## src/rtl/cart_bus_if.sv

```systemverilog
// cart_bus_if: Atari 7800 cartridge-edge interface for the 27 MHz domain.
// Synchronises the raw bus, decodes the address map, runs the per-access bus
// FSM (read drive / write capture), and holds the bank, menu and activity state.
//
// Handshake note: there is no valid/ready pair here. per_we and menu_strobe
// are single-clk pulses; per_sel/per_addr/per_wdata and menu_reg are valid
// on the same clk as their pulse and hold until the next commit.
module cart_bus_if #(
  parameter int          SYNC_STAGES    = 2,
  parameter int          BANK_W         = 3,
  parameter int          SETTLE_CYCLES  = 3,
  parameter logic [15:0] PERIPH_BASE    = 16'h0450,
  parameter int          PERIPH_CNT     = 2,
  parameter logic [15:0] MENU_ADDR      = 16'h2200,
  parameter logic [22:0] ACTIVE_TIMEOUT = 23'h100000,
  localparam int         ROM_ADDR_W     = BANK_W + 14
) (
  input  logic                  clk,
  input  logic                  reset_n,
  input  logic [15:0]           a,
  input  logic [7:0]            d_in,
  input  logic                  phi2,
  input  logic                  rw,
  input  logic                  halt,
  output logic [ROM_ADDR_W-1:0] rom_addr,
  input  logic [7:0]            rom_data,
  output logic [7:0]            d_out,
  output logic                  d_oe,
  output logic                  buf_dir,
  output logic                  buf_oe,
  output logic [PERIPH_CNT-1:0] per_sel,
  output logic [3:0]            per_addr,
  output logic [7:0]            per_wdata,
  output logic                  per_we,
  output logic [BANK_W-1:0]     bank,
  output logic [7:0]            menu_reg,
  output logic                  menu_strobe,
  output logic                  atari_active
);

  typedef enum logic [1:0] {IDLE, SETTLE, DRIVE, WRITE} state_t;

  localparam logic [BANK_W-1:0] SEL_TOP     = {BANK_W{1'b1}};
  localparam logic [BANK_W-1:0] SEL_LOW     = SEL_TOP - BANK_W'(1);
  localparam logic [3:0]        SETTLE_LOAD = 4'(SETTLE_CYCLES - 1);

  state_t state, state_n;

  logic [26:0] sync_q [SYNC_STAGES];
  logic [15:0] a_s, a_prev;
  logic [7:0]  d_s, wdata;
  logic        phi2_s, rw_s, halt_s, phi2_d;
  logic [3:0]  cnt;
  logic [22:0] timer;

  logic cpu, dma, phi2_fall, phi2_edge, a_chg, commit;
  logic rom_hit, bankwr_hit, menu_hit, periph_hit, write_tgt;
  logic [PERIPH_CNT-1:0] per_hit;
  logic [BANK_W-1:0]     sel;

  // Synchroniser chain: all asynchronous pins travel together
  always_ff @(posedge clk) begin
    if (!reset_n) begin
      for (int i = 0; i < SYNC_STAGES; i++) sync_q[i] <= '0;
    end else begin
      sync_q[0] <= {a, d_in, phi2, rw, halt};
      for (int i = 1; i < SYNC_STAGES; i++) sync_q[i] <= sync_q[i-1];
    end
  end

  assign {a_s, d_s, phi2_s, rw_s, halt_s} = sync_q[SYNC_STAGES-1];

  // One-clk history of phi2_s and a_s for edge and change detection
  always_ff @(posedge clk) begin
    if (!reset_n) begin
      phi2_d <= 1'b0;
      a_prev <= '0;
    end else begin
      phi2_d <= phi2_s;
      a_prev <= a_s;
    end
  end

  assign cpu       = phi2_s & halt_s;
  assign dma       = ~halt_s;
  assign phi2_fall = phi2_d & ~phi2_s;
  assign phi2_edge = phi2_d ^ phi2_s;
  assign a_chg     = (a_s != a_prev);

  // Address decode and ROM bank selection
  always_comb begin
    for (int k = 0; k < PERIPH_CNT; k++) begin
      per_hit[k] = (a_s[15:4] == (PERIPH_BASE[15:4] + 12'(k)));
    end
    case (a_s[15:14])
      2'b01:   sel = SEL_LOW;
      2'b10:   sel = bank;
      2'b11:   sel = SEL_TOP;
      default: sel = '0;
    endcase
  end

  assign rom_hit    = |a_s[15:14];
  assign bankwr_hit = (a_s[15:14] == 2'b10);
  assign menu_hit   = (a_s == MENU_ADDR);
  assign periph_hit = |per_hit;
  assign write_tgt  = periph_hit | menu_hit | bankwr_hit;
  assign commit     = (state == WRITE) && halt_s && phi2_fall;

  // FSM state register
  always_ff @(posedge clk) begin
    if (!reset_n) state <= IDLE;
    else          state <= state_n;
  end

  // FSM next-state logic
  always_comb begin
    state_n = state;
    case (state)
      IDLE: begin
        if ((cpu | dma) && rw_s)  state_n = SETTLE;
        else if (cpu && !rw_s)    state_n = WRITE;
      end
      SETTLE: begin
        if (!(cpu | dma) || !rw_s)        state_n = IDLE;
        else if (!a_chg && cnt == 4'd0)   state_n = rom_hit ? DRIVE : IDLE;
      end
      DRIVE: begin
        if (!rw_s || !rom_hit || !(cpu | dma) || (halt_s && phi2_fall)) state_n = IDLE;
        else if (a_chg) state_n = dma ? SETTLE : IDLE;
      end
      WRITE: begin
        if (!halt_s || phi2_fall) state_n = IDLE;
      end
      default: state_n = IDLE;
    endcase
  end

  // FSM outputs: bus drive and level-shifter control
  always_comb begin
    d_oe    = (state == DRIVE);
    d_out   = (state == DRIVE) ? rom_data : 8'h00;
    buf_oe  = !((state == DRIVE) || ((state == WRITE) && write_tgt));
    buf_dir = !((state == WRITE) && write_tgt);
  end

  // Settle counter and ROM address tracking while the address settles
  always_ff @(posedge clk) begin
    if (!reset_n) begin
      cnt      <= '0;
      rom_addr <= '0;
    end else begin
      if (state_n == SETTLE && (state != SETTLE || a_chg)) cnt <= SETTLE_LOAD;
      else if (state == SETTLE && cnt != 4'd0)             cnt <= cnt - 4'd1;
      if (state_n == SETTLE || state == SETTLE) rom_addr <= {sel, a_s[13:0]};
    end
  end

  // Write data capture and commit to peripheral, menu and bank registers
  always_ff @(posedge clk) begin
    if (!reset_n) begin
      wdata       <= '0;
      per_we      <= 1'b0;
      per_sel     <= '0;
      per_addr    <= '0;
      per_wdata   <= '0;
      menu_strobe <= 1'b0;
      menu_reg    <= '0;
      bank        <= '0;
    end else begin
      if (state == WRITE && phi2_s) wdata <= d_s;
      per_we      <= commit && periph_hit;
      menu_strobe <= commit && menu_hit;
      if (commit && periph_hit) begin
        per_sel   <= per_hit;
        per_addr  <= a_s[3:0];
        per_wdata <= wdata;
      end
      if (commit && menu_hit)   menu_reg <= wdata;
      if (commit && bankwr_hit) bank     <= wdata[BANK_W-1:0];
    end
  end

  // PHI2 activity detector: any edge rearms, expiry clears atari_active
  always_ff @(posedge clk) begin
    if (!reset_n) begin
      timer        <= '0;
      atari_active <= 1'b0;
    end else if (phi2_edge) begin
      timer        <= ACTIVE_TIMEOUT;
      atari_active <= 1'b1;
    end else if (timer != 23'd0) begin
      timer <= timer - 23'd1;
      if (timer == 23'd1) atari_active <= 1'b0;
    end
  end

endmodule

```

## config.mk

```make
export PLATFORM = sky130hd
export DESIGN_NAME = cart_bus_if
export DESIGN_NICKNAME = d
export VERILOG_FILES = /design/src/rtl/cart_bus_if.sv
export SDC_FILE = /design/constraint.sdc
export NUM_CORES = 1
export LEC_CHECK = 0
export ABC_AREA = 1
export BUFFER_PORTS_ARGS = -buffer_cell sky130_fd_sc_hd__buf_2
export CORE_MARGIN = 4
export CORE_UTILIZATION = 40
export CTS_BUF_LIST = sky130_fd_sc_hd__clkbuf_8
export DETAILED_ROUTE_END_ITERATION = 6
export GPL_ROUTABILITY_DRIVEN = 0
export HOLD_SLACK_MARGIN = 0.02
export PLACE_DENSITY_LB_ADDON = 0.3
export SLEW_MARGIN = 10
export SYNTH_ARGS = -nofsm -noshare
export SYNTH_HDL_FRONTEND = slang
export SYNTH_SLANG_ARGS = --single-unit
```

## constraint.sdc

```tcl
create_clock -name clk -period 4.9 [get_ports clk]
set_input_delay 1.47 -clock clk [delete_from_list [all_inputs] [get_ports clk]]
set_output_delay 1.47 -clock clk [all_outputs]
set_load 0.05 [all_outputs]
```

==> results.json <==
{
  "hp-class": "flip-flop to flip-flop",
  "final_util": 0.471,
  "dpl.hpwl_mm": 9.33,
  "synth_seq_cells": 153,
  "diodes": 0,
  "area_growth_pct": 15.6,
  "largest_reg_flops": 54,
  "power_switching_share": 0.370,
  "tns_ns": 0,
  "firstDrtPassIters": 4,
  "die_x_um": 132,
  "antenna_found_initial": 0,
  "die_h_um": 132,
  "wl_per_cell_um": 11.4,
  "ir_worst_vdd_v": 0.000290,
  "start_util": 0.407,
  "cts.sinks": 153,
  "critPathTopFamily": "simple AND/OR/NAND/NOR gates",
  "reg2reg_to": "rom_addr[5]",
  "switchingPower_mw": 1.23,
  "cts_tree": "yes",
  "required_ns": 3.43,
  "yosysUniqueCellTypes": 34,
  "hold_start": "sync_q[0][19]",
  "ctsResizeCount": 0,
  "syn_area_mm2": 0.00617,
  "rows": 45,
  "async_flop_share": 0,
  "cts_hold_buffers": 0,
  "post_cts_buffers": 0,
  "cp-end-kind": "output port",
  "regMostFlops": "sync_q",
  "crit_arrival_ns": 2.09,
  "cts_made_buffers": 17,
  "crit_fanout": 6,
  "setup_viol": 0,
  "seqPwrFrac": 0.438,
  "n_fill_cell": 1553,
  "fin_skew_ns": 0.0110,
  "ys_seq_area_frac": 0.497,
  "root_buffer": "clkbuf_8",
  "path_cells": "nor2_1, nand2_1, nor4_1, inv_1, nand4_1, o21ai_0, buf_2",
  "vias": 5103,
  "viasPerCell": 4.45,
  "numPortBuffers": 92,
  "dieArea_mm2": 0.0175,
  "pin_count": 93,
  "h-tree-depth": 4,
  "synth_fp_nets": 904,
  "rsz0062_at_grt": "no",
  "drc_errors": 0,
  "grt.overflow.total": 0,
  "drtAntennaViolNets": 0,
  "ys.flop_type": "dfxtp_1",
  "timing.final.crit_share": 0.726,
  "r2r_start": "state[0]",
  "dpl_worst_slack_ns": 1.48,
  "finalCriticalPeriod_ns": 3.56,
  "place_area_mm2": 0.00674,
  "rrSetupSlack_ns": 2.34,
  "rr_worst_depth": 10,
  "total_power_mw": 3.31,
  "fin_nets": 987,
  "slowest_delay_ns": 0.44,
  "yosys_warnings": 0,
  "drt_iter0_drc": 374,
  "tightest_slew_ns": 1.11,
  "avgSynthCellArea_um2": 7.15,
  "largestRegisters": "sync_q (54), timer (23), rom_addr (17)",
  "p_leak_nw": 3.81,
  "path_class": "flip-flop to output port",
  "min_to": "sync_q[0][46]",
  "grt_pass1_vias": 4758,
  "fmax_mhz": 281,
  "slowest_stage": "nor4_1",
  "cts.clk_slew.worst_paths_ns": 0.09,
  "p_clk_frac": 0.282,
  "status": "complete, no violations",
  "finalMaxSlewViolations": 0,
  "grt_pass1_wl_mm": 22.3,
  "crit_buf_inv": 2,
  "clk_path_buf_depth": 2,
  "clock_latency_ns": 0.45,
  "design_area_mm2": 0.00713,
  "hold_violations": 0,
  "synth_cells": 862,
  "max_slew_margin": 0.261,
  "track_usage": 0.153,
  "core_region_area_mm2": 0.0151,
  "power.internal_mw": 2.09,
  "drive_gt1_frac": 0.142,
  "combPwrFrac": 0.280,
  "drt_wl_total_mm": 13.1,
  "power_density_mw_per_mm2": 465,
  "fin_ws_ns": 1.34,
  "maxCapViolations": 0,
  "synth_edf_count": 0,
  "critPathLaunchType": "flip-flop",
  "grt_max_degree": 75,
  "worst-path-stages": 7,
  "holdPathStages": 2
}
-- layout make-up --
class,count,area (um^2),share of cell area
inverters,178,668,0.0937
well taps,188,235,0.0330
multi-input cells,502,2300,0.323
clock inverters,14,140,0.0197
clock buffers,18,248,0.0348
repair buffers,93,470,0.0660
flip-flops and latches,153,3060,0.430
-- synthesized netlist by cell type, types with 2 or more instances --
cell type | n | area [um^2]
a211oi_1 | 10 | 75.1
nor4_1 | 6 | 37.5
nand3_1 | 39 | 195
inv_1 | 173 | 649
nor3_1 | 23 | 115
nand4_1 | 13 | 81.3
buf_1 | 3 | 11.3
dfxtp_1 | 153 | 3060
nor2_2 | 2 | 12.5
nor2_1 | 114 | 428
inv_2 | 4 | 15.0
clkbuf_1 | 21 | 78.8
a21oi_1 | 46 | 230
nand2_1 | 192 | 721
xnor2_1 | 2 | 17.5
xor2_1 | 7 | 61.3
o21ai_0 | 28 | 140
nor3b_1 | 4 | 30.0
ha_1 | 5 | 62.6
buf_6 | 3 | 33.8
-- layer usage --
layer / wire (um) / global-route usage / vias to the layer above
met1: 6820 / 0.215 / 2184
met5: 0 / 0 / -
met4: 138 / 0.0479 / 0
met3: 655 / 0.0443 / 12
met2: 5490 / 0.228 / 112
li1: - / - / 2795
-- stage by stage --
stage | hold slack [ns] | std cells
after floorplan | 0.390 | 862
after global placement | 0.397 | 1114
after detailed placement | 0.395 | 1114
after CTS | 0.409 | 1146
after global routing | 0.432 | 1146
final | 0.408 | 1146
-- worst max-delay path by stage --
| stage | start | endpoint | slack (ns) |
|---|---|---|---|
| after floorplan | rom_data[0] | d_out[0] | 1.28 |
| final | sync_q[0][52] | buf_oe | 1.34 |
| after CTS | sync_q[0][52] | buf_oe | 1.31 |
| after global routing | sync_q[0][52] | buf_oe | 1.08 |
| after detailed placement | rom_data[3] | d_out[3] | 1.48 |
| after global placement | rom_data[6] | d_out[6] | 1.50 |
-- worst register-to-register path, delay by kind of cell, from the launching register on --
family | cells | cell delay, ns
buf+inv | 2 | 0.93
simple gates | 7 | 0.89
flops | 1 | 0.35
compound gates | 1 | 0.29
-- cells by family after synthesis --
group                    Yosys count  synth area share
adder cells (fa/ha/maj)            5            0.0101
flip-flops                       153             0.497
AO/OA/AOI/OAI                     89            0.0779
XOR/XNOR                           9            0.0128
buffers and inverters            207             0.130
AND/OR/NAND/NOR                  399             0.272
-- power by group through the flow --
| stage | Clock, mW | Combinational (mW) | Sequential [mW] |
|---|---|---|---|
| finish | 0.933 | 0.928 | 1.45 |
| global placement | 0 | 0.915 | 1.48 |
| global route | 1.01 | 1.07 | 1.47 |
| detailed placement | 0 | 0.923 | 1.48 |
| floorplan | 0 | 0.695 | 1.50 |
| CTS | 0.961 | 0.927 | 1.45 |
-- placed cells by master, fill, tap and decap left out, types with 2 or more instances in the layout --
cell type / count
a211oi_1: 10
a21oi_1: 46
buf_2: 91
buf_4: 2
clkbuf_8: 18
clkinv_4: 2
clkinvlp_4: 4
dfxtp_1: 153
ha_1: 5
inv_1: 173
inv_2: 4
inv_6: 4
inv_8: 2
nand2_1: 192
nand3_1: 39
nand4_1: 13
nor2_1: 114
nor2_2: 2
nor3_1: 23
nor3b_1: 4
nor4_1: 6
o21ai_0: 28
xnor2_1: 2
xor2_1: 7
(Power assumes the default switching activity.)
